### config.mk
export PLATFORM = sky130hd
export DESIGN_NAME = dot_product_seq
export DESIGN_NICKNAME = d
export VERILOG_FILES = /design/src/rtl/dot_product_seq.sv
export SDC_FILE = /design/constraint.sdc
export NUM_CORES = 1
export LEC_CHECK = 0
export CORE_MARGIN = 1.5
export CORE_UTILIZATION = 31
export CTS_CLUSTER_DIAMETER = 200
export CTS_CLUSTER_SIZE = 14
export DETAILED_ROUTE_END_ITERATION = 8
export PLACE_DENSITY = 0.56
export RECOVER_POWER = 25
export SLEW_MARGIN = 30
export SYNTH_ARGS = -nofsm -noshare
export SYNTH_HDL_FRONTEND = slang
export SYNTH_SLANG_ARGS = --single-unit
export TNS_END_PERCENT = 10
### constraint.sdc
create_clock -name clk -period 4.5 [get_ports clk]
set_input_delay 0.45 -clock clk [delete_from_list [all_inputs] [get_ports clk]]
set_output_delay 0.45 -clock clk [all_outputs]
set_load 0.1 [all_outputs]
### src/rtl/dot_product_seq.sv
// Dot-product sequencer: streams operand pairs through an external combinational
// 24-bit ALU (ZERO, then MUL/ADD per pair, optional SFTR) and returns the sum.
module dot_product_seq #(
  parameter int DATA_W = 24,
  parameter int LEN_W  = 8
) (
  input  logic              clk,
  input  logic              rst,
  input  logic              start,
  input  logic [LEN_W-1:0]  len,
  input  logic              shift_en,
  output logic              busy,
  output logic              done,
  output logic [DATA_W-1:0] result,
  output logic              zero_flag,
  output logic              op_req,
  input  logic              op_valid,
  input  logic [DATA_W-1:0] op_a,
  input  logic [DATA_W-1:0] op_b,
  output logic [2:0]        alu_ctrl,
  output logic [DATA_W-1:0] alu_a,
  output logic [DATA_W-1:0] alu_b,
  input  logic [DATA_W-1:0] alu_c,
  input  logic              alu_z
);

  localparam logic [2:0] OP_NOP  = 3'd0;
  localparam logic [2:0] OP_ADD  = 3'd1;
  localparam logic [2:0] OP_MUL  = 3'd2;
  localparam logic [2:0] OP_SFTR = 3'd4;
  localparam logic [2:0] OP_ZERO = 3'd6;

  typedef enum logic [2:0] {
    S_IDLE  = 3'd0,
    S_CLR   = 3'd1,
    S_FETCH = 3'd2,
    S_MUL   = 3'd3,
    S_ACC   = 3'd4,
    S_SHIFT = 3'd5,
    S_FIN   = 3'd6
  } state_t;

  state_t             state_q, state_d;
  logic [LEN_W-1:0]   cnt_q, cnt_d;
  logic               shift_q, shift_d;
  logic [DATA_W-1:0]  a_q, a_d, b_q, b_d;
  logic [DATA_W-1:0]  prod_q, prod_d, acc_q, acc_d;
  logic               accz_q, accz_d;
  logic               busy_q, busy_d, done_q, done_d;
  logic [DATA_W-1:0]  result_q, result_d;
  logic               zflag_q, zflag_d;

  // Next-state and datapath capture; the ALU result is consumed in the same cycle it is requested.
  always_comb begin
    state_d  = state_q;
    cnt_d    = cnt_q;
    shift_d  = shift_q;
    a_d      = a_q;
    b_d      = b_q;
    prod_d   = prod_q;
    acc_d    = acc_q;
    accz_d   = accz_q;
    busy_d   = busy_q;
    done_d   = 1'b0;
    result_d = result_q;
    zflag_d  = zflag_q;
    case (state_q)
      S_IDLE: begin
        if (start) begin
          cnt_d   = len;
          shift_d = shift_en;
          busy_d  = 1'b1;
          state_d = S_CLR;
        end else begin
          state_d = S_IDLE;
        end
      end
      S_CLR: begin
        acc_d  = alu_c;
        accz_d = alu_z;
        if (cnt_q == '0) begin
          state_d = shift_q ? S_SHIFT : S_FIN;
        end else begin
          state_d = S_FETCH;
        end
      end
      S_FETCH: begin
        if (op_valid) begin
          a_d     = op_a;
          b_d     = op_b;
          state_d = S_MUL;
        end else begin
          state_d = S_FETCH;
        end
      end
      S_MUL: begin
        prod_d  = alu_c;
        state_d = S_ACC;
      end
      S_ACC: begin
        acc_d  = alu_c;
        accz_d = alu_z;
        cnt_d  = cnt_q - LEN_W'(1);
        if (cnt_q == LEN_W'(1)) begin
          state_d = shift_q ? S_SHIFT : S_FIN;
        end else begin
          state_d = S_FETCH;
        end
      end
      S_SHIFT: begin
        acc_d   = alu_c;
        accz_d  = alu_z;
        state_d = S_FIN;
      end
      S_FIN: begin
        result_d = acc_q;
        zflag_d  = accz_q;
        done_d   = 1'b1;
        busy_d   = 1'b0;
        state_d  = S_IDLE;
      end
      default: begin
        state_d = S_IDLE;
      end
    endcase
  end

  // State and datapath registers.
  always_ff @(posedge clk or posedge rst) begin
    if (rst) begin
      state_q  <= S_IDLE;
      cnt_q    <= '0;
      shift_q  <= 1'b0;
      a_q      <= '0;
      b_q      <= '0;
      prod_q   <= '0;
      acc_q    <= '0;
      accz_q   <= 1'b0;
      busy_q   <= 1'b0;
      done_q   <= 1'b0;
      result_q <= '0;
      zflag_q  <= 1'b0;
    end else begin
      state_q  <= state_d;
      cnt_q    <= cnt_d;
      shift_q  <= shift_d;
      a_q      <= a_d;
      b_q      <= b_d;
      prod_q   <= prod_d;
      acc_q    <= acc_d;
      accz_q   <= accz_d;
      busy_q   <= busy_d;
      done_q   <= done_d;
      result_q <= result_d;
      zflag_q  <= zflag_d;
    end
  end

  // ALU command and operand request decode from the registered state.
  always_comb begin
    op_req   = 1'b0;
    alu_ctrl = OP_NOP;
    alu_a    = '0;
    alu_b    = '0;
    case (state_q)
      S_CLR:   alu_ctrl = OP_ZERO;
      S_FETCH: op_req   = 1'b1;
      S_MUL: begin
        alu_ctrl = OP_MUL;
        alu_a    = a_q;
        alu_b    = b_q;
      end
      S_ACC: begin
        alu_ctrl = OP_ADD;
        alu_a    = acc_q;
        alu_b    = prod_q;
      end
      S_SHIFT: begin
        alu_ctrl = OP_SFTR;
        alu_a    = acc_q;
      end
      default: alu_ctrl = OP_NOP;
    endcase
  end

  assign busy      = busy_q;
  assign done      = done_q;
  assign result    = result_q;
  assign zero_flag = zflag_q;

endmodule

* After elaboration in Yosys (flattened, before gate mapping)
Cells that the tools add are included.
Storage, ports and cells: register bits after elaboration 136, memories 0, output and inout bits 79, memory bits (read-only) 0, bits in latches 0, input bits 86, memory bits (writable) 0
Operators by class: eq/ne operators 8, bitwise gates (word level) 0, add/subtract/negate cells 1, multipliers 0, order comparisons 0, reductions and logical operators 10, divide/modulo/power cells 0, shift-type cells 0, mux-type cells 15
Operators with widths (number):
- 24-bit case mux with 2 select lines | 2
- 3-bit case mux with 6 select lines | 1
- 8-bit case mux with 2 select lines | 1
- 3-bit case mux with 4 select lines | 1
- 3-bit equality test, second input constant | 3
- 8-bit by 1-bit equality test with 1-bit output, second input constant | 1
- 8-bit logical NOT | 1
- 8-bit 2-to-1 mux | 1
- 2-bit AND reduction | 4
- 8-bit by 1-bit subtractor with 8-bit output, second input constant | 1
- 3-bit by 2-bit equality test with 1-bit output, second input constant | 2
- 3-bit 2-to-1 mux | 2
- 1-bit 2-to-1 mux | 5
- 2-bit nonzero test | 2
- 3-bit by 1-bit equality test with 1-bit output, second input constant | 1
- 3-bit logical NOT | 1
- 3-bit OR reduction | 1
- 2-bit 2-to-1 mux | 1
- 2-bit != test, second input constant | 1
- 1-bit case mux with 2 select lines | 1
- 2-bit OR reduction | 1

* Depth between registers and ports, before layout
Gate-level depths: netlist (run 1).
word-level depth 3, depth in mapped cells 6, gate-level depth less buffers 5

* Worst setup path after synthesis (run 1)
Ideal clock, no wire load.
kind register to output, from register state_q[0], to output alu_b[15], slack 1.814 ns, arrival time 2.236 ns, cell stages (with the launch flop) 5, required time 4.050 ns, cell sequence dfrtp_1 > buf_2 > nor3b_4 > buf_2 > a22o_1
On the way: longest elaborated chain between the ends 2, elaborated cells between the ends (all ways) 3, classes of those cells eq/ne: 2; mux: 1
RTL lines:
- start: declaration | RTL line 43 | state_t state_q, state_d;
- start signal: assignment | RTL line 144 | state_q <= state_d;
- 3-bit equality test / 3-bit by 2-bit equality test with 1-bit output (equally long branches) | RTL line 165 | case (state_q)
- 24-bit case mux with 2 select lines * | RTL line 165
- end: declaration | RTL line 22 | output logic [DATA_W-1:0] alu_b,
Every way passes the cells marked *; elsewhere a longest branch is shown, timed or not.

* Worst setup path after layout (run 1)
from register state_q[2], to output alu_b[23]
The elaborated chain is that of the path after synthesis.

==> results.tsv, run 1 <==
stage	metric	value	unit
outcome	run status	finished, violations left	
outcome	failing checks	capacitance limit, slew limit	
final_layout	nets	663	
global_route	first-pass GRT wire length	23.96	mm
final_layout	diode count	0	
placement	I/O Buffers	164	
final_layout	most frequent cells in the layout	136 x dfrtp_1, 119 x clkdlybuf4s50_1, 96 x mux2_1	
cts	CTS tree	done	
synth	compound-cell area share of the yosys netlist	9.545	%
die	num ports	165	
synth	Synth area leader	dfrtp_1	
synth	Ys Warns	0	
synth	Post-synth EDFFs	0	
die	Rows	50	
worst_setup_path	crit path launch type	flip-flop	
sta	final worst-path cycle share	82.29	%
sta	f_max	0.2700	GHz
sta	Tmin final	3.703	ns
synth	flops & latches, synth	136	
worst_setup_path	R2R depth	3	
sta	RSZ-0062 raised after global routing	false	
route	post-route ant nets	0	
synth	async set-reset flop share out of synthesis	100.0	%
route	drt drc	0	
route	WL final	15.01	mm
worst_hold_path	Hold Path Class	flip-flop to flip-flop	
cts	CTS resizes	0	
worst_setup_path	critical path type	flip-flop to output port	
placement	GPL Wtd Cong	0.7691	
cts	H-Tree Depth	4	
synth	xor/xnor share of the synthesized area	0.1449	%
sta	Final Hold Viols	0	
global_route	largest net degree at the start of global routing	92	
synth	simple-gate area share of the yosys netlist	4.824	%
sta	Max Slew Vio Count	92	
synth	Area contributors post-synth	dfrtp_1 56%, mux2_1 18%, a22o_1 7.0%	
final_layout	fill count	1756	
cts	total CTS buffers	17	
synth	area fraction of the dominant cell type after synthesis	56.31	%
worst_setup_path	WP data required	4.05	ns
worst_setup_path	Worst EP arrival	3.25	ns
worst_setup_path	Worst Path Max Fanout	19	
sta	Worst Max-Slew Pin Slew	1.990	ns
final_layout	leading cell type in the layout, fill and taps excluded	dfrtp_1	
global_route	vias in the first global route	4387	
worst_hold_path	hold path cells	1	
die	Die Area	0.02034	sq mm
synth	Mapped Nets	503	
global_route	number of antenna violations at the first check in global routing	0	
global_route	Total GRT Usage	15.45	%
route	Wirelength per Cell	17.72	microns
run	MaxCap Viol Count	1	
cts	clock sink total	136	
sta	TNS Setup	0	ns
cts	clock root buffer master	clkbuf_16	
synth	Most used DFF post-synth	dfrtp_1	
die	Die H	142.6	microns
global_route	gr ovfl total	0	
worst_setup_path	Crit. End Element	output port	
cts	hold_buf cts	0	
final_layout	Layout area overhead	37.89	%
synth	largest family of logic cells by synthesized area	multiplexers	
placement	Detailed Place HPWL	10.22	mm
synth	Syn Area/Cell	14.60	sq um
sta	Setup-failing EPs final	0	
cts	Clock Latency Late Sink	0.41	ns
route	DR pass1 iterations	4	
cts	Clock Path Buffers	2	
synth	Synth cell types	50	
sta	max_slew headroom	-32.98	%
synth	mux cell area share after synthesis	24.24	%
die	core area	0.01889	sq mm
route	initial DRC count	132	
cts	setup bufs post-CTS	0	
synth	Post-Synth Adder-Cell Area	0.6211	%
synth	post-synthesis sequential area ratio	56.31	%
route	via count	4031	
die	Die X-Extent	142.6	microns
final_layout	ratio of cells with drive above 1 in the final layout	19.76	%
synth	Cell Area, Synth	0.006043	sq mm
synth	Mapped Cells	414	
sta	skew final	0.007945	ns
die	Initial Util	31.99	%
cts	clock slew at reported path FFs	0.05	ns
route	Via density	4.759	
## stage by stage
| stage | worst slack [ns] | utilization (%) | std cells | cell area [sq um] | hold slack (ns) |
|---|---|---|---|---|---|
| after floorplan | 0.4105 | - | 414 | 6043 | 0.4453 |
| after global placement | 1.254 | 40.97 | 815 | 7740 | 0.4654 |
| after detailed placement | 1.198 | 40.97 | 815 | 7740 | 0.4748 |
| after CTS | 0.7528 | 44.10 | 847 | 8332 | 0.4870 |
| after global routing | 0.6485 | 44.11 | 847 | 8333 | 0.4972 |
| final | 0.7968 | 44.11 | 847 | 8333 | 0.4818 |
## synth_stat cells (2+ instances only)
cell type and number:
nand2_1 8, inv_1 7, mux2_4 19, mux2_1 96
nand3_1 2, nand3b_1 4, a311oi_1 3, buf_6 12
nor3_1 4, ha_1 3, clkbuf_1 5, nor2_1 9
dfrtp_1 136, a22o_1 48, mux2i_1 2, o21bai_1 2
buf_4 4, buf_2 10, and4_1 3, mux2_2 7
## area by class of cell
cell class / instances / area [sq um] / share of cell area, %
sequential: 136 / 3403 / 40.84
tap: 260 / 325.3 / 3.904
clock buffer: 24 / 471.7 / 5.661
timing repair buffer: 172 / 1592 / 19.10
inverter: 7 / 30.03 / 0.3604
clock inverter: 8 / 120.1 / 1.441
multi-input combinational: 240 / 2391 / 28.69
## cells by family (layout without fill, tap and decap cells)
family,count (synthesis),count (layout)
compound gates,67,67
xor+xnor,1,1
fa+ha+maj,3,3
buf+inv,38,211
flops,136,136
mux,124,124
simple gates,45,45
## sequential cells by signal, summed over array words and instances (netlist names)
| register | flops |
|---|---|
| state_q | 3 |
| done | 1 |
| a_q | 24 |
| shift_q | 1 |
| accz_q | 1 |
| prod_q | 24 |
| acc_q | 24 |
| cnt_q | 8 |
| b_q | 24 |
| busy | 1 |
| zero_flag | 1 |
| result | 24 |
## final timing paths
| kind | startpoint | end | slack [ns] |
|---|---|---|---|
| max | state_q[2] | alu_b[23] | 0.80 |
| min | b_q[13] | b_q[13] | 0.48 |
| max reg2reg | state_q[1] | a_q[14] | 1.89 |
| min reg2reg | b_q[13] | b_q[13] | 0.48 |
| max in group asynchronous | rst | a_q[10] | 2.20 |
| min in group asynchronous | rst | result[3] | 1.12 |
## critical path, cell delays in order (launching register included)
cell	delay [ns]
dfrtp_1	0.74
nor3b_4	0.75
a22o_1	0.23
clkdlybuf4s50_1	1.12
## routing by layer
layer | vias to the layer above | GRT usage [%] | wire length, microns
met3 | 13 | 5.634 | 1094
met4 | 0 | 5.209 | 157
met2 | 118 | 24.60 | 7036
met1 | 2044 | 19.40 | 6721
li1 | 1856 | - | -
met5 | - | 0 | 0
Power of run 1 is not shown: default switching activity piles up to over one toggle a cycle in this logic, so the estimate is an artifact.
==> run 2: changes to the inputs <==
clock period = 3.55 ns   (was 4.5 ns; I/O delays follow)
==> run 2 against run 1 <==
Effect of this change:
- the flow still finishes with violations (capacitance limit, slew limit)
- clock skew hardly changed
- core utilization rose by 0.62 points
- cell area grew 1.4%
- die area unchanged
- largest cell class unchanged
- critical path type unchanged
- clock-buffer cell count down 6
- highest routed layer unchanged
- critical endpoint is now alu_a[20]
==> results.tsv, run 2 (synthesized netlist as in run 1, its figures left out) <==
stage	metric	value	unit	change
sta	TNS Setup	0	ns	unchanged
route	metal3 WL	1.193	mm	was 1.094 mm
global_route	number of antenna violations at the first check in global routing	0		unchanged
final_layout	leading cell type in the layout, fill and taps excluded	dfrtp_1		unchanged
route	WL final	15.47	mm	was 15.01 mm
final_layout	diode count	0		unchanged
worst_setup_path	CP peak stage delay	0.76	ns	was 1.12 ns
cts	Clock Latency Late Sink	0.41	ns	about the same
placement	GPL Wtd Cong	0.7376		was 0.7691
sta	Max Slew Vio Count	28		was 92
cts	setup bufs post-CTS	0		unchanged
die	Die Area	0.02034	sq mm	unchanged
worst_setup_path	R2R depth	3		unchanged
placement	Place WS	0.9661	ns	was 1.198 ns
cts	clock sink total	136		unchanged
worst_setup_path	crit path launch type	flip-flop		unchanged
run	MaxCap Viol Count	1		unchanged
cts	CTS tree	done		unchanged
route	initial DRC count	113		was 132
route	Wirelength per Cell	18.22	microns	was 17.72 microns
worst_setup_path	Worst EP arrival	2.63	ns	was 3.25 ns
cts	CTS resizes	0		unchanged
worst_setup_path	Crit. End Element	output port		unchanged
die	core area	0.01889	sq mm	unchanged
global_route	vias in the first global route	4353		was 4,387
route	Via density	4.779		was 4.759
sta	RSZ-0062 raised after global routing	false		unchanged
final_layout	ratio of cells with drive above 1 in the final layout	22.24	%	was 19.76%
die	Die X-Extent	142.6	microns	unchanged
final_layout	most frequent cells in the layout	136 x dfrtp_1, 110 x clkdlybuf4s50_1, 96 x mux2_1		was 136 x dfrtp_1, 119 x clkdlybuf4s50_1, 96 x mux2_1
cts	clock slew at reported path FFs	0.06	ns	was 0.05 ns
route	drt drc	0		unchanged
cts	clock root buffer master	clkbuf_16		unchanged
worst_setup_path	Worst R2R End	result[22]		was a_q[14]
worst_setup_path	crit path cell chain	nor2b_2 > buf_4 > a22o_1 > buf_4		was nor3b_4 > a22o_1 > clkdlybuf4s50_1
placement	I/O Buffers	164		unchanged
outcome	failing checks	capacitance limit, slew limit		unchanged
cts	Clock Path Buffers	2		unchanged
die	num ports	165		unchanged
die	Die H	142.6	microns	unchanged
route	via count	4057		was 4,031
die	Initial Util	31.99	%	unchanged
worst_setup_path	flop2flop setup slack	1.07	ns	was 1.89 ns
global_route	gr ovfl total	0		unchanged
sta	Final WS setup	0.5683	ns	was 0.7968 ns
sta	Final Hold Viols	0		unchanged
route	post-route ant nets	0		unchanged
sta	f_max	0.3354	GHz	
worst_setup_path	slowest CP cell	dfrtp_1		was clkdlybuf4s50_1
route	routed length on met1	6.740	mm	was 6.721 mm
cts	total CTS buffers	17		unchanged
final_layout	nets	665		was 663
route	DR pass1 iterations	5		was 4
global_route	first-pass GRT wire length	24.50	mm	was 23.96 mm
worst_setup_path	CP most frequent cell	buf_4		
worst_setup_path	critical path type	flip-flop to output port		unchanged
final_layout	Layout area overhead	39.83	%	was 37.89%
placement	Detailed Place HPWL	10.75	mm	was 10.22 mm
route	met2 WL	7.376	mm	was 7.036 mm
sta	final worst-path cycle share	83.99	%	
worst_setup_path	WP data required	3.19	ns	was 4.05 ns
cts	hold_buf cts	0		unchanged
route	top sig layer	met4		unchanged
sta	skew final	0.007512	ns	was 0.007945 ns
sta	max_slew headroom	-7.486	%	was -32.98%
sta	Worst Max-Slew Pin Slew	1.612	ns	was 1.990 ns
global_route	largest net degree at the start of global routing	68		was 92
die	Rows	50		unchanged
worst_hold_path	Hold Path Class	input port to async pin		was flip-flop to flip-flop
worst_setup_path	Worst Path Max Fanout	19		unchanged
global_route	Total GRT Usage	15.93	%	was 15.45%
worst_setup_path	worst r2r src	state_q[1]		unchanged
sta	Tmin final	2.982	ns	
cts	H-Tree Depth	4		unchanged
outcome	run status	finished, violations left		unchanged
sta	Setup-failing EPs final	0		unchanged
[run 2: cell count changes in the layout (fill, tap and decap cells not counted), sizes merged]
cell,delta
clkinvlp,+2
buf,+10
clkdlybuf4s50,-9
clkinv,+4
bufinv,-2
clkbuf,-5
inv,+2
[run 2: how the worst max path moves through the flow]
stage | depth (start not counted) | to | start
3_3_place_gp | 4 | alu_a[21] | state_q[2]
4_1_cts | 4 | alu_a[20] | state_q[2]
5_1_grt | 4 | alu_a[20] | state_q[2]
3_5_place_dp | 4 | alu_a[21] | state_q[2]
6_report | 4 | alu_a[20] | state_q[2]
2_1_floorplan | 4 | alu_b[15] | state_q[0]
[run 2: area by class of cell]
cell class	instances	area [sq um]
fill	1770	10440
clock inverter	14	123.9
timing repair buffer	174	1740
inverter	7	27.53
tap	260	325.3
clock buffer	18	439.2
sequential	136	3403
multi-input combinational	240	2391
[run 2: layer usage]
layer,up-vias,GRT usage [%]
li1,1855,-
met1,2075,20.41
met2,114,24.91
met3,13,6.137
met4,0,4.829
met5,-,0
[run 2: per-stage QoR]
step / std cells / instance area, sq um / hold WS (ns) / util, %
6_report: 849 / 8451 / 0.3798 / 44.73
5_1_grt: 849 / 8451 / 0.4153 / 44.73
4_1_cts: 848 / 8452 / 0.4667 / 44.74
3_5_place_dp: 816 / 7889 / 0.4748 / 41.75
3_3_place_gp: 816 / 7889 / 0.4698 / 41.75
2_1_floorplan: 414 / 6047 / 0.4453 / -
[run 2: critical path: cells and delay by family (launching register included)]
kind                   cells  cell delay (ns)
AO/OA/AOI/OAI              1             0.17
buffers and inverters      2             0.62
flip-flops                 1             0.76
AND/OR/NAND/NOR            1             0.66
Power of run 2 is left out for the same reason.
==> run 3: changes to the inputs <==
clock period = 2.9 ns   (was 3.55 ns; I/O delays follow)
==> run 3 against run 2 <==
Effect of this change:
- the flow still finishes with violations (capacitance limit, slew limit)
- clock skew down 0.0016 ns
- global-route usage about the same
- cell count up 0.24%
- via count up 0.27%
- non-clock buffer count up 2
==> results.tsv, run 3 (synthesized netlist as in run 1, its figures left out) <==
stage	metric	value	unit	change
sta	skew final	0.005863	ns	was 0.007512 ns
placement	Detailed Place HPWL	10.86	mm	was 10.75 mm
final_layout	ratio of cells with drive above 1 in the final layout	26.90	%	was 22.24%
sta	TNS Setup	0	ns	unchanged
placement	Placed Cells	819		was 816
cts	Clock Path Buffers	2		unchanged
final_layout	diode count	0		unchanged
cts	total CTS buffers	17		unchanged
global_route	grt peak-use layer	met2		unchanged
die	core area	0.01889	sq mm	unchanged
route	post-route ant nets	0		unchanged
worst_setup_path	Worst Path Max Fanout	37		was 19
die	Die Area	0.02034	sq mm	unchanged
sta	f_max	0.3765	GHz	
final_layout	nets	667		was 665
run	MaxCap Viol Count	1		unchanged
route	Via density	4.780		was 4.779
worst_setup_path	WP data required	2.61	ns	was 3.19 ns
route	WL final	15.42	mm	was 15.47 mm
placement	GPL Wtd Cong	0.7879		was 0.7376
global_route	gr ovfl total	0		unchanged
cts	hold_buf cts	0		unchanged
cts	clock sink total	136		unchanged
worst_setup_path	worst r2r src	state_q[2]		was state_q[1]
sta	Worst Max-Slew Pin Slew	1.902	ns	was 1.612 ns
sta	RSZ-0062 raised after global routing	false		unchanged
route	drt drc	0		unchanged
worst_setup_path	Worst R2R End	acc_q[20]		was result[22]
cts	clock slew at reported path FFs	0.06	ns	about the same
sta	final worst-path cycle share	91.60	%	
die	Die H	142.6	microns	unchanged
sta	Tmin final	2.656	ns	
global_route	met2 Track Usage GR	26.16	%	was 24.91%
global_route	first-pass GRT wire length	24.52	mm	was 24.50 mm
global_route	GR Util met3	6.472	%	was 6.137%
worst_setup_path	critical path type	flip-flop to output port		unchanged
outcome	failing checks	capacitance limit, slew limit		unchanged
final_layout	leading cell type in the layout, fill and taps excluded	dfrtp_1		unchanged
global_route	GR Util met1	19.02	%	was 20.41%
worst_setup_path	flop2flop setup slack	0.76	ns	was 1.07 ns
sta	max_slew headroom	-26.80	%	was -7.486%
cts	clock root buffer master	clkbuf_16		unchanged
die	Initial Util	31.99	%	unchanged
sta	Final WS setup	0.2437	ns	was 0.5683 ns
route	via count	4068		was 4,057
sta	Setup-failing EPs final	0		unchanged
placement	I/O Buffers	164		unchanged
route	initial DRC count	197		was 113
sta	Max Slew Vio Count	137		was 28
cts	setup bufs post-CTS	0		unchanged
outcome	run status	finished, violations left		unchanged
global_route	Total GRT Usage	15.90	%	was 15.93%
die	Die X-Extent	142.6	microns	unchanged
cts	H-Tree Depth	4		unchanged
worst_hold_path	Hold Path Origin	len[4]		
worst_hold_path	Hold Path Class	input port to flip-flop		was input port to async pin
worst_setup_path	Crit. End Element	output port		unchanged
cts	Clock Latency Late Sink	0.41	ns	about the same
global_route	largest net degree at the start of global routing	137		was 68
die	Rows	50		unchanged
route	DR pass1 iterations	4		was 5
final_layout	non-filler instance count after layout	851		was 849
worst_setup_path	Worst EP arrival	2.37	ns	was 2.63 ns
sta	Final Hold Viols	0		unchanged
worst_setup_path	crit path launch type	flip-flop		unchanged
placement	Place WS	0.6942	ns	was 0.9661 ns
final_layout	Layout area overhead	47.68	%	was 39.83%
die	num ports	165		unchanged
final_layout	most frequent cells in the layout	136 x dfrtp_1, 96 x mux2_1, 84 x clkdlybuf4s50_1		was 136 x dfrtp_1, 110 x clkdlybuf4s50_1, 96 x mux2_1
final_layout	fill count	1685		was 1,770
worst_setup_path	Crit. Startpoint	state_q[0]		was state_q[2]
global_route	number of antenna violations at the first check in global routing	0		unchanged
route	Wirelength per Cell	18.11	microns	was 18.22 microns
worst_setup_path	R2R depth	4		was 3
worst_setup_path	Critical Path End	alu_a[6]		was alu_a[20]
cts	CTS tree	done		unchanged
cts	CTS resizes	0		unchanged
global_route	vias in the first global route	4516		was 4,353
## run 3: how the worst min path moves through the flow
| stage | to | cells past startpoint | slack (ns) |
|---|---|---|---|
| 2_1_floorplan | shift_q | 2 | 0.40 |
| 3_3_place_gp | zero_flag | 1 | 0.47 |
| 3_5_place_dp | shift_q | 2 | 0.47 |
| 4_1_cts | cnt_q[4] | 3 | 0.43 |
| 5_1_grt | shift_q | 3 | 0.44 |
| 6_report | cnt_q[4] | 3 | 0.44 |
## run 3: critical path: stages (launching register included)
cell and delay [ns]:
dfrtp_1 0.63, inv_1 0.19, nor3b_2 0.41, buf_12 0.26, a22o_1 0.25, buf_12 0.19
## run 3: layout make-up
| class | instances | area [sq um] | area share, % |
|---|---|---|---|
| Clock inverter | 11 | 122.6 | 1.374 |
| Timing Repair Buffer | 176 | 2185 | 24.48 |
| Inverter | 7 | 30.03 | 0.3365 |
| Sequential cell | 136 | 3403 | 38.13 |
| Multi-Input combinational cell | 240 | 2389 | 26.76 |
| Tap cell | 260 | 325.3 | 3.645 |
| Clock buffer | 21 | 470.5 | 5.271 |
## run 3: layer usage
metal	share of wire (%)	vias up
li1	-	1856
met1	42	2064
met2	49	134
met3	8.6	14
met4	1.2	0
met5	0	-
## run 3: through the flow
| stage | instance area (sq um) | util [%] | hold WS, ns |
|---|---|---|---|
| floorplan | 6047 | - | 0.3954 |
| global placement | 8344 | 44.17 | 0.4676 |
| detailed placement | 8344 | 44.17 | 0.4666 |
| CTS | 8937 | 47.30 | 0.4259 |
| global route | 8925 | 47.24 | 0.4418 |
| finish | 8925 | 47.24 | 0.4442 |
Power of run 3 is left out for the same reason.
